**src/rtl/mem_burst_ctrl.sv**
```systemverilog
// mem_burst_ctrl
//   Byte-serial controller for the 8-bit unified memory port. It serves two
//   clients. The ICache gets line fills of LINE_BYTES bytes. The LSB gets
//   1/2/4-byte loads and stores at any alignment.
//   The RAM is synchronous: mem_din returns the byte for the address that
//   was on mem_a during the previous cycle. A read of N bytes therefore
//   finishes N+1 cycles after the request is accepted.
//
// Ports
//   clk, rst        clock, synchronous active-high reset
//   rdy             global enable; low freezes every register and blocks writes
//   mem_din         RAM read data (one cycle after its address)
//   mem_dout/mem_a  RAM write data / byte address (registered)
//   mem_wr          RAM write strobe
//   io_buffer_full  write back-pressure; a store byte is issued only when low
//   flush           aborts an ICache fill in flight
//   if_req/if_addr  ICache fill request and start address
//   if_done/if_data fill complete pulse and line data (byte k at [8k+7:8k])
//   ls_req/ls_wr/ls_size/ls_signed/ls_addr/ls_wdata  LSB access request
//   ls_done/ls_rdata  access complete pulse and extended load data
module mem_burst_ctrl #(
  parameter int ADDR_W     = 32,
  parameter int LINE_BYTES = 16
) (
  input  logic                    clk,
  input  logic                    rst,
  input  logic                    rdy,
  input  logic [7:0]              mem_din,
  output logic [7:0]              mem_dout,
  output logic [ADDR_W-1:0]       mem_a,
  output logic                    mem_wr,
  input  logic                    io_buffer_full,
  input  logic                    flush,
  input  logic                    if_req,
  input  logic [ADDR_W-1:0]       if_addr,
  output logic                    if_done,
  output logic [LINE_BYTES*8-1:0] if_data,
  input  logic                    ls_req,
  input  logic                    ls_wr,
  input  logic [1:0]              ls_size,
  input  logic                    ls_signed,
  input  logic [ADDR_W-1:0]       ls_addr,
  input  logic [31:0]             ls_wdata,
  output logic                    ls_done,
  output logic [31:0]             ls_rdata
);

  // cnt must reach LINE_BYTES+1 during a fill (one extra cycle for RAM latency)
  localparam int CNT_W = $clog2(LINE_BYTES) + 1;

  typedef enum logic [1:0] {IDLE, IF_RD, LS_RD, LS_WR} state_t;

  state_t              state;
  logic [CNT_W-1:0]    cnt;
  logic                mem_wr_q;

  // Transaction context, loaded on accept; no reset needed
  logic [ADDR_W-1:0]   start_addr;
  logic [CNT_W-1:0]    n_bytes;
  logic [1:0]          size_r;
  logic                signed_r;
  logic [31:0]         wdata_r;
  logic [31:0]         ls_buf;

  logic                idle_open;
  logic                accept_ls;
  logic                accept_if;
  logic [ADDR_W-1:0]   addr_next;
  logic [1:0]          cap_byte;
  logic [1:0]          wr_byte;
  logic [31:0]         ls_buf_next;

  function automatic logic [CNT_W-1:0] size_to_bytes(input logic [1:0] size);
    case (size)
      2'd0:    return CNT_W'(1);
      2'd1:    return CNT_W'(2);
      default: return CNT_W'(4);
    endcase
  endfunction

  // Sign- or zero-extend the assembled load bytes. A word ignores ls_signed.
  function automatic logic [31:0] extend_load(input logic [31:0] raw,
                                              input logic [1:0]  size,
                                              input logic        sgn);
    logic signed [7:0]  b;
    logic signed [15:0] h;
    logic signed [31:0] sx;
    b  = raw[7:0];
    h  = raw[15:0];
    sx = 32'sd0;
    case (size)
      2'd0: begin
        sx = b;
        return sgn ? 32'(sx) : {24'd0, raw[7:0]};
      end
      2'd1: begin
        sx = h;
        return sgn ? 32'(sx) : {16'd0, raw[15:0]};
      end
      default: return raw;
    endcase
  endfunction

  // The cycle carrying a done pulse is a dead cycle for new requests
  assign idle_open = (state == IDLE) && !if_done && !ls_done;
  assign accept_ls = idle_open && ls_req;
  assign accept_if = idle_open && !ls_req && if_req && !flush;

  assign addr_next = start_addr + ADDR_W'(cnt);
  assign wr_byte   = cnt[1:0];
  // At count c, mem_din holds the byte addressed two steps earlier
  assign cap_byte  = 2'(cnt - CNT_W'(2));

  always_comb begin
    ls_buf_next = ls_buf;
    ls_buf_next[{cap_byte, 3'b000} +: 8] = mem_din;
  end

  // A stalled rdy must never let a registered strobe reach the RAM
  assign mem_wr = mem_wr_q & rdy;

  // Control, address/data port and result registers
  always_ff @(posedge clk) begin
    if (rst) begin
      state    <= IDLE;
      cnt      <= '0;
      mem_a    <= '0;
      mem_dout <= '0;
      mem_wr_q <= 1'b0;
      if_done  <= 1'b0;
      ls_done  <= 1'b0;
      if_data  <= '0;
      ls_rdata <= '0;
    end else if (rdy) begin
      if_done  <= 1'b0;
      ls_done  <= 1'b0;
      mem_wr_q <= 1'b0;
      case (state)
        IDLE: begin
          if (accept_ls) begin
            if (ls_wr) begin
              state <= LS_WR;
              if (!io_buffer_full) begin
                mem_a    <= ls_addr;
                mem_dout <= ls_wdata[7:0];
                mem_wr_q <= 1'b1;
                cnt      <= CNT_W'(1);
              end else begin
                cnt      <= '0;
              end
            end else begin
              state <= LS_RD;
              mem_a <= ls_addr;
              cnt   <= CNT_W'(1);
            end
          end else if (accept_if) begin
            state <= IF_RD;
            mem_a <= if_addr;
            cnt   <= CNT_W'(1);
          end
        end

        // cnt = number of addresses issued so far (until it passes n_bytes);
        // capture starts at cnt == 2 and the last byte lands at n_bytes+1.
        IF_RD, LS_RD: begin
          if (state == IF_RD && flush) begin
            state <= IDLE;
            cnt   <= '0;
          end else begin
            if (cnt < n_bytes) begin
              mem_a <= addr_next;
            end
            if (cnt >= CNT_W'(2) && state == IF_RD) begin
              if_data <= {mem_din, if_data[LINE_BYTES*8-1:8]};
            end
            if (cnt == n_bytes + CNT_W'(1)) begin
              state <= IDLE;
              cnt   <= '0;
              if (state == IF_RD) begin
                if_done <= 1'b1;
              end else begin
                ls_done  <= 1'b1;
                ls_rdata <= extend_load(ls_buf_next, size_r, signed_r);
              end
            end else begin
              cnt <= cnt + CNT_W'(1);
            end
          end
        end

        // Each edge with io_buffer_full high leaves cnt alone and issues nothing
        LS_WR: begin
          if (cnt == n_bytes) begin
            state   <= IDLE;
            cnt     <= '0;
            ls_done <= 1'b1;
          end else if (!io_buffer_full) begin
            mem_a    <= addr_next;
            mem_dout <= wdata_r[{wr_byte, 3'b000} +: 8];
            mem_wr_q <= 1'b1;
            cnt      <= cnt + CNT_W'(1);
          end
        end

        default: begin
          state <= IDLE;
          cnt   <= '0;
        end
      endcase
    end
  end

  // Transaction context and load assembly buffer
  always_ff @(posedge clk) begin
    if (rdy) begin
      if (accept_ls) begin
        start_addr <= ls_addr;
        n_bytes    <= size_to_bytes(ls_size);
        size_r     <= ls_size;
        signed_r   <= ls_signed;
        wdata_r    <= ls_wdata;
      end else if (accept_if) begin
        start_addr <= if_addr;
        n_bytes    <= CNT_W'(LINE_BYTES);
      end
      if (state == LS_RD && cnt >= CNT_W'(2)) begin
        ls_buf <= ls_buf_next;
      end
    end
  end

endmodule

```
**config.mk**
```make
export PLATFORM = sky130hd
export DESIGN_NAME = mem_burst_ctrl
export DESIGN_NICKNAME = d
export VERILOG_FILES = /design/src/rtl/mem_burst_ctrl.sv
export SDC_FILE = /design/constraint.sdc
export NUM_CORES = 1
export LEC_CHECK = 0
export CAP_MARGIN = 20
export CORE_MARGIN = 4
export CORE_UTILIZATION = 45
export DETAILED_ROUTE_END_ITERATION = 10
export GPL_ROUTABILITY_DRIVEN = 0
export GPL_TIMING_DRIVEN = 0
export PLACE_DENSITY = 0.75
export REMOVE_ABC_BUFFERS = 1
export SLEW_MARGIN = 20
export SYNTH_ARGS = -nofsm -noshare
export SYNTH_HDL_FRONTEND = slang
export SYNTH_SLANG_ARGS = --single-unit
```
**constraint.sdc**
```tcl
create_clock -name clk -period 3.51 [get_ports clk]
set_clock_uncertainty 0.05 [all_clocks]
set_input_delay 0.5265 -clock clk [delete_from_list [all_inputs] [get_ports clk]]
set_output_delay 0.5265 -clock clk [all_outputs]
set_load 0.005 [all_outputs]
```
Yosys cells after proc, flatten, opt, wreduce, memory -nomap -nowiden
Cells that the tools add are included.

word-level totals
  output and inout port bits = 203
  logic and storage cells = 128
  bits in registers = 314

operators by class
  bitwise operators = 3
  reductions and logical operators = 28
  shifts and indexed selects = 3
  muxes and demuxes = 53
  $lt $le $gt $ge = 2
  eq/ne operators = 19
  $add $sub $neg = 5

operator list
  operator                                               number
  2-to-1 mux 32 bit                                      11
  one-hot mux 32 bit (3 select lines)                    1
  one-hot mux 32 bit (2 select lines)                    1
  2-to-1 mux 5 bit                                       9
  2-to-1 mux 8 bit                                       5
  adder 32 x 5 -> 32 bit                                 1
  bitwise mux 32 bit                                     1
  variable shift 8 x 7 -> 32 bit (first input constant)  1
  indexed part select 32 x 6 -> 8 bit                    1
  indexed part select 8 x 7 -> 32 bit                    1
  inequality test 2 bit (second input constant)          8
  one-hot mux 8 bit (2 select lines)                     1
  one-hot mux 5 bit (3 select lines)                     1
  2-to-1 mux 1 bit                                       14
  AND reduction 7 bit                                    2
  adder 5 x 1 -> 5 bit (second input constant)           2
  == test 5 bit                                          2
  2-to-1 mux 2 bit                                       5
  logical AND 1 bit                                      9
  inequality test 3 bit (second input constant)          3
  AND reduction 4 bit                                    2
  negation 5 -> 7 bit                                    1
  == test 2 x 1 -> 1 bit (second input constant)         3
  logical NOT 2 bit                                      3
  16 further kinds                                       25

Depth between registers and ports, before layout
Gate-level depths: netlist of run 1.

  word-level depth = 9
  mapped depth = 11

Worst setup path after synthesis of run 1
Ideal clock, no wire load.

  path type = register to register
  start point = register state[0]
  end point = register mem_a[20]
  path buffers = 2
  required time = 3.402 ns
  cell stages (with the launch flop) = 11
  path slack = 0.421 ns
  clock period less this slack = 3.089 ns
  arrival time = 2.980 ns
  library setup time = 0.058 ns
  path through = dfxtp_1 -> inv_1 -> ha_1 -> nor3b_1 -> o211a_1 -> o221ai_1 -> or2_1 -> clkbuf_1 -> clkbuf_1 -> a2111oi_0 -> a31o_2

on the way
  longest elaborated chain between the ends = 8
  elaborated cells between the ends (all ways) = 21
  classes of those cells = 9 x eq/ne; 2 x mux; 10 x reduce/logical

ends and longest elaborated chain
  item                                    RTL line  text
  start: declaration                      53        state_t state;
  start signal: assignment                125       state <= IDLE;
  start signal: assignment                142       state <= LS_WR;
  start signal: assignment                152       state <= LS_RD;
  logical NOT 2 bit                       105, 138
  logical AND 1 bit (2 in a row)          105       assign idle_open = (state == IDLE) && !if_done && !ls_done;
  logical AND 1 bit (3 in a row)          107       assign accept_if = idle_open && !ls_req && if_req && !flush;
  inequality test 3 bit (no source line)  -
  AND reduction 7 bit (no source line)    -
  end signal: assignment                  144       mem_a <= ls_addr;
  end signal: assignment                  153       mem_a <= ls_addr;
  end signal: assignment                  158       mem_a <= if_addr;
  end: declaration                        30        output logic [ADDR_W-1:0] mem_a,

Several ways; a longest one is shown, not always the timed one.
A chain may end at the register's enable or synchronous reset.

Worst setup path after layout of run 1
  start point = register cnt[0]
  end point = register if_data[50]

on the way
  longest elaborated chain between the ends = 3

ends and longest elaborated chain
  item                                        RTL line  text
  start: declaration                          54        logic [CNT_W-1:0] cnt;
  start signal: assignment                    186       cnt <= cnt + CNT_W'(1);
  start signal: assignment                    201       cnt <= cnt + CNT_W'(1);
  greater-or-equal comparator 5 x 2 -> 1 bit  173       if (cnt >= CNT_W'(2) && state == IF_RD) begin
  logical AND 1 bit                           173
  AND reduction 4 bit (no source line)        -
  end signal: assignment                      174       if_data <= {mem_din, if_data[LINE_BYTES*8-1:8]};
  end: declaration                            37        output logic [LINE_BYTES*8-1:0] if_data,

Every way passes these cells.

==> results of run 1 <==
## worst max-delay path: cells and delay by family, from the launching register on
kind	cells	cell delay, ns
buffers and inverters	5	1.03
AOI/OAI and AO/OA	2	0.44
DFF	1	0.50
adders and majority gates	1	0.51
and+or+nand+nor	2	0.53
## worst min-delay path by stage
stage | end | depth (start not counted)
after detailed placement | if_data[0]$_SDFFE_PP0P_ | 2
after global placement | mem_a[1]$_SDFFE_PP0P_ | 2
final | ls_rdata[0]$_SDFFE_PP0P_ | 2
after global routing | state[1]$_SDFFE_PP0P_ | 2
after floorplan | mem_a[0]$_SDFFE_PP0P_ | 2
after CTS | ls_rdata[5]$_SDFFE_PP0P_ | 2
## report_power, final
| group | total (W) | internal (W) | switching, W |
|---|---|---|---|
| combinational | 0.00242 | 0.00111 | 0.00131 |
| sequential | 0.00442 | 0.00416 | 0.000261 |
| clock | 0.00349 | 0.00205 | 0.00144 |
| total | 0.0103 | 0.00733 | 0.00301 |
## layer usage
layer	global-route usage	vias to the layer above	routed length [um]
li1	-	5410	-
met4	0.0534	0	753
met2	0.359	458	16900
met1	0.266	5211	14500
met5	0	-	0
met3	0.0609	55	3460
## synth_stat cells (10+ instances only)
| cell type | number | area [um2] |
|---|---|---|
| sky130_fd_sc_hd__nand2_1 | 369 | 1390 |
| sky130_fd_sc_hd__dfxtp_1 | 210 | 4200 |
| sky130_fd_sc_hd__a21oi_1 | 169 | 846 |
| sky130_fd_sc_hd__edfxtp_1 | 103 | 3090 |
| sky130_fd_sc_hd__clkbuf_1 | 82 | 308 |
| sky130_fd_sc_hd__o21ai_0 | 66 | 330 |
| sky130_fd_sc_hd__nor2_1 | 63 | 236 |
| sky130_fd_sc_hd__inv_1 | 42 | 158 |
| sky130_fd_sc_hd__ha_1 | 22 | 275 |
| sky130_fd_sc_hd__xnor2_1 | 22 | 193 |
| sky130_fd_sc_hd__a211oi_1 | 21 | 158 |
| sky130_fd_sc_hd__mux2_2 | 21 | 236 |
| sky130_fd_sc_hd__nand3_1 | 20 | 100 |
| sky130_fd_sc_hd__mux2i_1 | 15 | 150 |
| sky130_fd_sc_hd__nor3_1 | 12 | 60.1 |
| sky130_fd_sc_hd__nand4_1 | 10 | 62.6 |
| sky130_fd_sc_hd__o21a_1 | 10 | 75.1 |
## layout make-up
class / instances / area (um2)
Clock buffer: 45 / 943
Clock inverter: 17 / 148
Fill cell: 2371 / 10800
Inverter: 45 / 169
Multi-Input combinational cell: 956 / 5400
Sequential cell: 313 / 7300
Tap cell: 384 / 480
Timing Repair Buffer: 333 / 3510
## per-stage QoR
| stage | hold WS [ns] | total power [W] |
|---|---|---|
| final | 0.322 | 0.0103 |
| after global routing | 0.328 | 0.0108 |
| after CTS | 0.301 | 0.0104 |
| after detailed placement | 0.399 | 0.00690 |
| after global placement | 0.390 | 0.00679 |
| after floorplan | 0.392 | 0.00578 |
## sequential cells by signal, summed over array words and instances (netlist names)
name	flops
mem_a	32
ls_rdata	32
cnt	5
ls_buf	32
wdata_r	32
state	2
ls_done	1
n_bytes	4
start_addr	32
signed_r	1
mem_dout	8
if_data	128
if_done	1
mem_wr_q	1
size_r	2
## cells by family (layout without fill, tap and decap cells)
logic type                 after synthesis  in the layout
and+or+nand+nor                        531            531
DFF                                    313            313
muxes                                   44             44
buffers and inverters                  135            440
AOI/OAI and AO/OA                      328            328
xor gates and xnor gates                30             30
adders and majority gates               23             23
==> summary.txt, run 1 <==
Synth
  • Total of flip-flops plus latches after synthesis: 313
  • Post-synthesis instance total: 1404
  • Mux contribution to synthesized area: 0.0431
  • Number of enable-type register cells in the synthesized netlist: 103
  • Compound-Gate Fraction of Synth Area: 0.148
  • Average size of a mapped cell: 9.36 um2
  • Seq/Total Area, Yosys: 0.555
  • Post-synthesis share of cell area spent on xor and xnor gates: 0.0200
  • Cell area after technology mapping: 13100 um2
  • Share of synthesized cell area in and, or, nand and nor gates: 0.172
  • Largest family of logic cells by synthesized area: simple AND/OR/NAND/NOR gates
  • Most used flip-flop cell after synthesis: sky130_fd_sc_hd__dfxtp_1
  • Post-synthesis cell type count: 65
  • Post-synthesis async set-or-reset flop share: 0
  • Share of synthesized cell area in full adder, half adder and majority cells: 0.0225
  • Yosys warnings: 0

Timing
  • Maximum frequency from static timing analysis: 0.313 GHz
  • Fin crit share: 0.911
  • Post-route setup TNS: 0 ns
  • Time the final worst path needs with I/O delays and setup: 3.20 ns
  • Count of endpoints failing setup in the final report: 0
  • Final count of hold timing violations: 0
  • Worst Tran Pin Value: 1.08 ns
  • Worst-case headroom to the max-slew limit: 0.279
  • RSZ-0062 raised after global routing: no
  • Worst path setup slack after routing: 0.313 ns
  • Final number of max-transition violations: 0

GRT
  • Global Route Usage Sum: 0.211
  • Largest net degree at the start of global routing: 127
  • Antenna violations before repair: 0
  • Global-route wire length before repair: 55000 um
  • Vias in the first global route: 10580
  • GRT overflow: 0

Setup path
  • Worst-case register-to-register setup slack: 0.31 ns
  • Crit. Startpoint: cnt[0]$_SDFFE_PP0P_
  • Critical Path RT: 3.88 ns
  • Arrival time at the worst endpoint: 3.57 ns
  • Crit Path Class: register to register
  • Most repeated library cell on the critical path: sky130_fd_sc_hd__buf_16
  • Series of cell instances along the critical path: inv_1 -> ha_1 -> o21ai_1 -> nor2_4 -> buf_16 -> buf_16 -> buf_12 -> buf_16 -> nand2_1 -> a21oi_1
  • Endpoint of the lowest-slack register-to-register path: if_data[50]$_SDFFE_PP0P_
  • Critical Path End Type: register
  • Worst R2R Path Depth: 10
  • Slowest-stage cell, CP: sky130_fd_sc_hd__ha_1
  • Largest incremental delay on the critical path: 0.51 ns
  • Worst reg2reg path startpoint: cnt[0]$_SDFFE_PP0P_
  • Critical path peak fanout: 32
  • Critical path startpoint category: register
  • Destination of the critical timing path: if_data[50]$_SDFFE_PP0P_

Floorplan
  • Chip height: 179 um
  • Row cnt: 62
  • Die Footprint: 32000 um2
  • Standard cell core area: 28800 um2
  • Die W: 179 um
  • Initial Util: 0.457
  • I/O pin count: 318

Clocking
  • Cell at the root of the clock tree: sky130_fd_sc_hd__clkbuf_16
  • Total clock buffers created by CTS: 35
  • Worst-Skew Late Latency: 0.50 ns
  • Buffer count from post-CTS setup fixing: 0
  • Sink Count: 313
  • Clk pin slew, worst setup/hold paths: 0.06 ns
  • Cells resized by post-CTS repair: 2
  • Clock tree from TritonCTS: yes
  • Maximum level of the CTS H-tree: 2
  • Number of buffers inserted for hold repair after clock tree synthesis: 0
  • Maximum root-to-sink buffer count: 3

Routing
  • Count of TritonRoute iterations in the first routing pass: 5
  • ANT nets after route: 0
  • DRT Wirelength: 35700 um
  • Detail-routed net length per standard cell: 17.0 um
  • Via density per instance: 5.32
  • Count of unresolved DRC violations after routing: 0
  • Iteration-0 DRC count of the detailed router: 776
  • Via count: 11134

Min path
  • Hold Path Class: primary input to register
  • Hold Crit Start: rst

Pwr
  • Peak supply drop: 0.000502 V
  • Power density normalized to cell area: 576 nW/um2
  • Reported leakage power: 6.16 nW

Placement
  • Instance area at placement: 16800 um2
  • Post-placement cell count: 2031
  • Placement Setup Slack: -0.319 ns
  • HPWL after DPL: 24800 um
  • Input/output buffers: 317

Flow run
  • Max-cap violation count: 0

Cells and area
  • Most frequent standard cell in the layout excluding fill and tap cells: sky130_fd_sc_hd__nand2_1
  • Area delta synth->final: 36.6%
  • Highest-count cells in the layout ignoring fill and taps: sky130_fd_sc_hd__nand2_1, sky130_fd_sc_hd__clkdlybuf4s50_1, sky130_fd_sc_hd__dfxtp_1
  • Final core area utilization: 0.623
  • ANT cells: 0
  • Post-layout instance area: 17900 um2
  • Final net count: 1822
  • Layout cells sized above 1: 0.0731
  • Number of cells in the finished layout apart from fillers: 2093

Outcome
  • Result of the run: complete, no violations
Power figures use the tool's default switching activity.
==> run 2, diff against run 1 <==
Settings changed: CELL_PAD_IN_SITES_DETAIL_PLACEMENT set to 0, CELL_PAD_IN_SITES_GLOBAL_PLACEMENT set to 2, CORE_UTILIZATION 45 to 30, CTS_CLUSTER_SIZE set to 10, PLACE_DENSITY 0.75 to 0.81.
==> summary.txt, run 2 (same netlist as run 1, synthesis figures left out) <==
Timing
  • Worst Tran Pin Value: 0.992 ns
  • RSZ-0062 raised after global routing: no
  • Worst path setup slack after routing: 0.280 ns
  • Final count of hold timing violations: 0
  • Time the final worst path needs with I/O delays and setup: 3.23 ns
  • Count of endpoints failing setup in the final report: 0
  • Fin crit share: 0.920
  • Post-route setup TNS: 0 ns
  • Maximum frequency from static timing analysis: 0.310 GHz
  • Worst-case headroom to the max-slew limit: 0.339
  • Final number of max-transition violations: 0

Floorplan
  • Chip height: 217 um
  • Row cnt: 76
  • I/O pin count: 318
  • Die Footprint: 47200 um2
  • Standard cell core area: 43200 um2
  • Die W: 217 um
  • Initial Util: 0.304

Routing
  • Via density per instance: 4.77
  • ANT nets after route: 0
  • Iteration-0 DRC count of the detailed router: 611
  • Detail-routed net length per standard cell: 17.2 um
  • Via count: 10972
  • Count of TritonRoute iterations in the first routing pass: 4
  • DRT Wirelength: 39600 um
  • Count of unresolved DRC violations after routing: 0

Cells and area
  • Register with the highest flop count: if_data
  • Area delta synth->final: 39.4%
  • ANT cells: 0
  • Post-layout instance area: 18300 um2
  • Largest register FFs: 128
  • Layout cells sized above 1: 0.0735
  • Most frequent standard cell in the layout excluding fill and tap cells: sky130_fd_sc_hd__nand2_1
  • Final net count: 1828
  • Highest-count cells in the layout ignoring fill and taps: sky130_fd_sc_hd__nand2_1, sky130_fd_sc_hd__clkdlybuf4s50_1, sky130_fd_sc_hd__dfxtp_1

Pwr
  • Power density normalized to cell area: 582 nW/um2
  • Reported leakage power: 6.21 nW
  • Peak supply drop: 0.000337 V

GRT
  • Antenna violations before repair: 1
  • Global-route wire length before repair: 60800 um
  • Vias in the first global route: 10808
  • Global Route Usage Sum: 0.161
  • Largest net degree at the start of global routing: 89
  • GRT overflow: 0

Setup path
  • Slowest-stage cell, CP: sky130_fd_sc_hd__or2_2
  • CP Buf/Inv Count: 2
  • Series of cell instances along the critical path: inv_1 -> ha_1 -> nor3b_4 -> o211a_4 -> o221ai_1 -> or2_2 -> buf_16 -> or3_1 -> a21oi_1
  • Critical Path End Type: register
  • Critical Path RT: 3.93 ns
  • Arrival time at the worst endpoint: 3.65 ns
  • Largest incremental delay on the critical path: 0.53 ns
  • Critical path peak fanout: 27
  • CP delay by family, top: simple AND/OR/NAND/NOR gates
  • Worst path depth: 9
  • Crit Path Class: register to register
  • Critical path startpoint category: register
  • Worst R2R Path Depth: 9

Placement
  • Placement Setup Slack: -0.508 ns
  • HPWL after DPL: 27000 um
  • Instance area at placement: 17100 um2
  • Input/output buffers: 317

Min path
  • Hold depth: 2
  • Hold Path Class: primary input to register

Clocking
  • Maximum level of the CTS H-tree: 2
  • Clk pin slew, worst setup/hold paths: 0.05 ns
  • Cell at the root of the clock tree: sky130_fd_sc_hd__clkbuf_16
  • Maximum root-to-sink buffer count: 3
  • Total clock buffers created by CTS: 39
  • Clock tree from TritonCTS: yes
  • Buffer count from post-CTS setup fixing: 0
  • Sink Count: 313
  • Number of buffers inserted for hold repair after clock tree synthesis: 0
  • Worst-Skew Late Latency: 0.55 ns

Flow run
  • Max-cap violation count: 0

Outcome
  • Result of the run: complete, no violations
-- run 2: changes by cell type in the layout (fill, tap and decap cells not counted), sizes merged --
cell / change
clkinv: -7
clkbuf: +13
o211a: +1
bufinv: -1
inv: -1
clkinvlp: -1
buf: +1
-- run 2: layout make-up --
class                      count  area, um2
clock buffer                  58       1090
clock inverter                 7       77.6
fill                        4324      24900
inverter                      45        171
multi-input combinational    957       5420
sequential                   313       7300
tap                          585        732
timing repair buffer         334       3520
-- run 2: stage by stage --
stage | hold slack (ns) | instances | power, W | utilization
floorplan | 0.392 | 1314 | 0.00578 | -
global placement | 0.391 | 2216 | 0.00689 | 0.387
detailed placement | 0.396 | 2233 | 0.00701 | 0.396
CTS | 0.336 | 2299 | 0.0108 | 0.424
global route | 0.377 | 2299 | 0.0113 | 0.424
finish | 0.362 | 2299 | 0.0107 | 0.424
-- run 2: timing repair --
| action | 4_1_cts | 5_1_grt |
|---|---|---|
| resized for setup | 4 | 3 |
| gates cloned | 1 | 0 |
| pin swaps | 1 | 0 |
| setup endpoints to repair | 53 | 23 |
-- run 2: path summary, 6_finish.rpt --
kind | from | to | slack [ns]
min reg2reg | if_data[5]$_SDFFE_PP0P_ | if_data[5]$_SDFFE_PP0P_ | 0.40
max | state[1]$_SDFFE_PP0P_ | mem_a[0]$_SDFFE_PP0P_ | 0.28
min | rst | ls_rdata[0]$_SDFFE_PP0P_ | 0.36
max reg2reg | state[1]$_SDFFE_PP0P_ | mem_a[0]$_SDFFE_PP0P_ | 0.28
-- run 2: report_power, final --
group | total [W] | leakage, nW | switching [W] | internal (W)
combinational | 0.00251 | 2.99 | 0.00137 | 0.00115
clock | 0.00371 | 0.564 | 0.00150 | 0.00221
sequential | 0.00442 | 2.65 | 0.000257 | 0.00417
total | 0.0107 | 6.21 | 0.00313 | 0.00752
-- run 2: per-layer routing --
layer | track usage | wire (um)
met1 | 0.207 | 17500
met4 | 0.0426 | 714
met2 | 0.265 | 18400
met3 | 0.0478 | 3010
met5 | 0 | 18
==> run 3, diff against run 2 <==
Settings changed: CAP_MARGIN 20 to not set.
==> results of run 3 <==
No change in the layout: final DEF, timing and power equal those of run 2.
